[src/rtl/fifo_ctrl_pkg.sv]
// Shared encodings and helpers for the async FIFO write-side control.
// Imported by the write arbiter and its beat counters.
package fifo_ctrl_pkg;

  localparam int FIFO_DATA_WIDTH = 4;

  localparam logic [1:0] ST_IDLE   = 2'd0;
  localparam logic [1:0] ST_GRANT0 = 2'd1;
  localparam logic [1:0] ST_GRANT1 = 2'd2;

  typedef enum logic [1:0] {
    IDLE   = ST_IDLE,
    GRANT0 = ST_GRANT0,
    GRANT1 = ST_GRANT1
  } arb_state_t;

  // Bits needed to hold the values 0..v-1.
  function automatic int clog2(input int v);
    int r;
    r = 0;
    for (int i = 0; i < 31; i++) begin
      if ((1 << i) < v) r = i + 1;
    end
    return r;
  endfunction

endpackage

[src/rtl/sat_counter.sv]
// Saturating up-counter: holds at all-ones instead of wrapping.
// Used for the per-producer beat statistics.
module sat_counter #(
  parameter int CNT_W = 8
) (
  input  logic             clk,
  input  logic             rst,
  input  logic             inc,
  output logic [CNT_W-1:0] q
);

  always_ff @(posedge clk or posedge rst) begin
    if (rst) begin
      q <= '0;
    end else if (inc && (q != '1)) begin
      q <= q + 1'b1;
    end
  end

endmodule

[src/rtl/fifo_write_arbiter.sv]
// Round-robin, burst-bounded sharing of the FIFO write port
// between two producers, with per-producer beat counters.
module fifo_write_arbiter
  import fifo_ctrl_pkg::*;
#(
  parameter int DATA_WIDTH = FIFO_DATA_WIDTH,
  parameter int MAX_BURST  = 4,
  parameter int CNT_W      = 8
) (
  input  logic                  clk,
  input  logic                  rst,
  input  logic                  req0_valid,
  input  logic [DATA_WIDTH-1:0] req0_data,
  output logic                  req0_ready,
  input  logic                  req1_valid,
  input  logic [DATA_WIDTH-1:0] req1_data,
  output logic                  req1_ready,
  input  logic                  fifo_full,
  output logic                  fifo_winc,
  output logic [DATA_WIDTH-1:0] fifo_wdata,
  output logic                  grant_id,
  output logic                  busy,
  output logic [CNT_W-1:0]      beats0,
  output logic [CNT_W-1:0]      beats1
);

  localparam int BW = clog2(MAX_BURST + 1);
  localparam logic [BW-1:0] LAST_BEAT = BW'(MAX_BURST - 1);

  arb_state_t    state, state_nxt;
  logic [BW-1:0] burst_cnt, burst_nxt;
  logic          last_id, last_nxt;
  logic          own_id, own_valid, other_valid, beat;

  always_comb begin
    own_id      = (state == GRANT1);
    busy        = (state != IDLE);
    own_valid   = own_id ? req1_valid : req0_valid;
    other_valid = own_id ? req0_valid : req1_valid;
    beat        = busy & own_valid & ~fifo_full;
    req0_ready  = beat & ~own_id;
    req1_ready  = beat & own_id;
    fifo_winc   = beat;
    fifo_wdata  = '0;
    if (beat) fifo_wdata = own_id ? req1_data : req0_data;
    grant_id    = own_id;
  end

  always_comb begin
    state_nxt = state;
    burst_nxt = burst_cnt;
    last_nxt  = last_id;
    unique case (state)
      IDLE: begin
        if (req0_valid && req1_valid) begin
          state_nxt = last_id ? GRANT0 : GRANT1;
        end else if (req0_valid) begin
          state_nxt = GRANT0;
        end else if (req1_valid) begin
          state_nxt = GRANT1;
        end
      end
      GRANT0, GRANT1: begin
        if (beat) burst_nxt = burst_cnt + 1'b1;
        // A full stall keeps both grant and burst position.
        if ((beat && (burst_cnt == LAST_BEAT)) || !own_valid) begin
          last_nxt  = own_id;
          burst_nxt = '0;
          if (other_valid) begin
            state_nxt = own_id ? GRANT0 : GRANT1;
          end else if (!own_valid) begin
            state_nxt = IDLE;
          end
        end
      end
      default: state_nxt = IDLE;
    endcase
  end

  always_ff @(posedge clk or posedge rst) begin
    if (rst) begin
      state     <= IDLE;
      burst_cnt <= '0;
      last_id   <= 1'b1;
    end else begin
      state     <= state_nxt;
      burst_cnt <= burst_nxt;
      last_id   <= last_nxt;
    end
  end

  sat_counter #(.CNT_W(CNT_W)) u_beats0 (
    .clk (clk),
    .rst (rst),
    .inc (req0_ready),
    .q   (beats0)
  );

  sat_counter #(.CNT_W(CNT_W)) u_beats1 (
    .clk (clk),
    .rst (rst),
    .inc (req1_ready),
    .q   (beats1)
  );

endmodule
[config.mk]
export PLATFORM = sky130hd
export DESIGN_NAME = fifo_write_arbiter
export DESIGN_NICKNAME = d
export VERILOG_FILES = /design/src/rtl/fifo_ctrl_pkg.sv /design/src/rtl/sat_counter.sv /design/src/rtl/fifo_write_arbiter.sv
export SDC_FILE = /design/constraint.sdc
export NUM_CORES = 1
export LEC_CHECK = 0
export ABC_AREA = 0
export CORE_MARGIN = 4
export CORE_UTILIZATION = 40
export DETAILED_ROUTE_END_ITERATION = 6
export PLACE_DENSITY = 0.72
export SLEW_MARGIN = 20
export SYNTH_ARGS = -nofsm -noshare
export SYNTH_HDL_FRONTEND = slang
export SYNTH_SLANG_ARGS = --single-unit
export TNS_END_PERCENT = 100
[constraint.sdc]
create_clock -name clk -period 1.8 [get_ports clk]
set_input_delay 0.36 -clock clk [delete_from_list [all_inputs] [get_ports clk]]
set_output_delay 0.36 -clock clk [all_outputs]
set_load 0.03 [all_outputs]
==> flow_summary.ini <==
[power_and_ir_drop]
total_power_mw = 2.65
combinationalPowerShare = 0.610
p_int_mw = 1.55
switching_power_mw = 1.10
worst_ir_drop_vdd_uv = 894
share_seq_of_total_power = 0.285
power.share.switching = 0.414
pwr-share-clk = 0.104
leakagePower_nw = 1.08
powerDensity_nw_per_um2 = 1250

[logic_synthesis]
total_standard_cell_area_after_synthesis_sq_um = 1300
synth_most_common_cell = sky130_fd_sc_hd__dfrtp_1
yosysSeqAreaShare = 0.425
yosysTopAreaCellShare = 0.405
syn_nets = 143
yosysTopAreaCell = sky130_fd_sc_hd__dfrtp_1
synth_top_flop_cell = sky130_fd_sc_hd__dfrtp_1
postSynthRegisterBits = 22
netlist_instances = 123
ys_warn_count = 0
yosys-top-cells-count = sky130_fd_sc_hd__dfrtp_1 (21), sky130_fd_sc_hd__nand3_1 (10), sky130_fd_sc_hd__ha_1 (7), sky130_fd_sc_hd__inv_1 (7), sky130_fd_sc_hd__nand2_1 (7)
post_synth.cell_area_avg_sq_um = 10.6
synth_edf_count = 0
synth.top_cells.by_area = sky130_fd_sc_hd__dfrtp_1 (40%), sky130_fd_sc_hd__ha_1 (6.7%), sky130_fd_sc_hd__xnor2_1 (4.0%)
number_of_distinct_library_cell_variants_in_the_gate_level_netlist_after_synthesis = 39
share_of_flip_flops_with_an_asynchronous_set_or_reset = 1.00

[place]
buffer_ports.inserted = 37
sum_of_net_half_perimeters_after_detailed_placement_um = 2560
routabilityCongestion = 0.783
detailed_place.area_sq_um = 1910

[final_layout]
syn2layout_area_growth_pct = 63.9
nFillCells = 241
design.final.nets = 214
multiInputGateArea_sq_um = 808
antenna_cells_inserted = 0
finish.instance_area_sq_um = 2130
seqCellArea_sq_um = 552
fraction_of_final_layout_cells_with_drive_strength_greater_than_1 = 0.383

[timing]
grt_setup_unrepaired = yes
worst-slew-pin-transition_ns = 0.413
setup_viol_count_final = 8
final-max-slew-violation-count = 0
timing.final.ws_setup_ns = -0.321
timing.final.crit_period_ns = 2.12
final.period_utilization = 1.18
slew_headroom = 0.724
fin_tns_setup_ns = -2.06
worst_clock_skew_ns = 0.00306
hold_violations = 0
clock.fmax_ghz = 0.472

[cts]
tritoncts.num_buffers = 3
clk-insertion-delay-late_ns = 0.31
cts_sinks = 22
level_count_of_the_clock_h_tree = 1
cts_max_path_buffers = 2
ctsRootBufferMaster = sky130_fd_sc_hd__clkbuf_4
clock_tree_from_tritoncts = yes
cts_hold_buffers = 0
path_clk_slew_ns = 0.12

[setup_path]
timing.reg2reg.worst_path_depth = 9
worst_setup_path_end_kind = output pin
worst-setup-path-type = register to output pin
critical_path.max_fanout = 6
required_ns = 1.44
critPathLaunchType = register
reg2reg_to = u_beats1.q[7]
timing.rr.start = state[1]
setup.reg_to_reg.worst_slack_ns = -0.01
critical_path_arrival_ns = 1.76

[floorplanning]
core.rowCount = 20
fp.dieH_um = 65.0
design.core.area_sq_um = 3080
pin_count = 38
initial_core_util = 0.422
fp.dieArea_sq_um = 4220
fp.dieW_um = 65.0

[global_routing]
globalRouteOverflowTotal = 0
tot_gr_track_use = 0.167
wire_length_of_the_first_global_routing_pass_um = 5490
grt_pass1_vias = 1189
grt_start_max_net_pins = 16
grt_antenna_before_repair = 0

[detailed_routing]
post_drt_via_cell_ratio = 5.21
routed_wirelength_um = 3550
route.detailed.drc = 0
detailroute.via_count = 1235
drt_pre_antenna_iters = 4
detailed_route_iter0_violations = 48
ant_nets = 0
post_drt_wl_per_cell_um = 15.0

[min_path]
holdCritPathClass = input pin to asynchronous set/reset pin

[flow_run]
drv_cap = 0

[status]
run_status = finished with violations
violations = setup timing
-- repair_timing --
item	in CTS	in global routing
gates cloned	1	0
endpoints found under the setup margin	30	28
buffers inserted	8	4
pin swaps	10	5
hold endpoints to repair	0	0
resized for setup	35	14
-- per-stage QoR --
step | util | hold slack, ns | cells | setup WS, ns
floorplan | - | 0.348 | 123 | -0.365
global placement | 0.619 | 0.466 | 223 | -0.240
detailed placement | 0.619 | 0.492 | 223 | -0.273
CTS | 0.673 | 0.318 | 236 | -0.335
global route | 0.691 | 0.334 | 237 | -0.384
finish | 0.691 | 0.318 | 237 | -0.321
-- critical path: stages (launching register included) --
cell and delay (ns):
sky130_fd_sc_hd__dfrtp_1 0.43, sky130_fd_sc_hd__buf_6 0.13, sky130_fd_sc_hd__ha_4 0.17, sky130_fd_sc_hd__and4bb_1 0.21
sky130_fd_sc_hd__buf_6 0.14, sky130_fd_sc_hd__a22o_4 0.24, sky130_fd_sc_hd__buf_6 0.13
-- area by class of cell --
class / instances / area share
repair buffers: 69 / 0.305
inverters: 7 / 0.0135
clock buffers: 4 / 0.0170
flip-flops and latches: 22 / 0.259
multi-input cells: 91 / 0.380
well taps: 44 / 0.0259
-- kinds of logic (layout without fill, tap and decap cells) --
| logic type | Yosys count | after routing | share of synthesized area |
|---|---|---|---|
| muxes | 6 | 6 | 0.0530 |
| buffers and inverters | 10 | 80 | 0.0434 |
| DFF | 22 | 22 | 0.425 |
| adders and majority gates | 7 | 7 | 0.0674 |
| AOI/OAI and AO/OA | 27 | 27 | 0.142 |
| and+or+nand+nor | 43 | 43 | 0.216 |
| xor gates and xnor gates | 8 | 8 | 0.0540 |
-- placed cells by master (no fill, tap or decap), types with 2 or more instances in the layout --
cell type	Yosys	layout
sky130_fd_sc_hd__o21ai_0	5	5
sky130_fd_sc_hd__buf_4	1	27
sky130_fd_sc_hd__and3_1	3	3
sky130_fd_sc_hd__a22o_4	0	4
sky130_fd_sc_hd__and4bb_2	2	2
sky130_fd_sc_hd__nor2_1	5	5
sky130_fd_sc_hd__nand3_2	0	2
sky130_fd_sc_hd__dfrtp_1	21	21
sky130_fd_sc_hd__inv_2	0	2
sky130_fd_sc_hd__mux2i_1	2	2
sky130_fd_sc_hd__clkbuf_4	0	3
sky130_fd_sc_hd__nor2b_1	4	3
sky130_fd_sc_hd__nand2_1	7	7
sky130_fd_sc_hd__nand4_1	2	2
sky130_fd_sc_hd__buf_6	2	13
sky130_fd_sc_hd__mux2_4	1	2
sky130_fd_sc_hd__a31oi_1	4	4
sky130_fd_sc_hd__a21oi_1	5	4
sky130_fd_sc_hd__inv_1	7	4
sky130_fd_sc_hd__nand3_1	10	8
sky130_fd_sc_hd__dlygate4sd2_1	0	11
sky130_fd_sc_hd__and3_4	1	2
sky130_fd_sc_hd__ha_1	7	5
sky130_fd_sc_hd__mux2_2	3	2
sky130_fd_sc_hd__ha_4	0	2
sky130_fd_sc_hd__xnor2_1	6	6
sky130_fd_sc_hd__clkdlybuf4s50_1	0	12
sky130_fd_sc_hd__dlymetal6s2s_1	0	5
sky130_fd_sc_hd__xor2_1	2	2
-- power by group through the flow --
stage               Sequential (mW)  Combinational (mW)  Clock [mW]
floorplan                     0.893               0.696           0
global placement              0.762                1.29           0
detailed placement            0.771                1.34           0
CTS                           0.757                1.51       0.284
global route                  0.781                1.73       0.305
finish                        0.757                1.62       0.277
-- worst max path at each step --
stage                     startpoint            end  slack (ns)
after CTS                   state[0]  fifo_wdata[3]       -0.33
after global routing        state[1]  fifo_wdata[1]       -0.38
after detailed placement   fifo_full  fifo_wdata[3]       -0.27
final                       state[1]  fifo_wdata[2]       -0.32
after floorplan             state[1]  u_beats0.q[5]       -0.37
after global placement     fifo_full  fifo_wdata[3]       -0.24
-- sequential cells by signal, indices dropped and copies added, names as in the netlist --
name and count:
state 2, u_beats0.q 8, u_beats1.q 8, burst_cnt 3, last_id 1
-- layer usage --
| layer | share of wire | vias up | track usage | wire [um] |
|---|---|---|---|---|
| li1 | - | 596 | - | - |
| met1 | 0.40 | 613 | 0.179 | 1440 |
| met2 | 0.55 | 22 | 0.323 | 1950 |
| met3 | 0.035 | 4 | 0.0399 | 124 |
| met4 | 0.012 | 0 | 0.0396 | 41 |
| met5 | 0 | - | 0 | 0 |
Power figures use the tool's default switching activity.
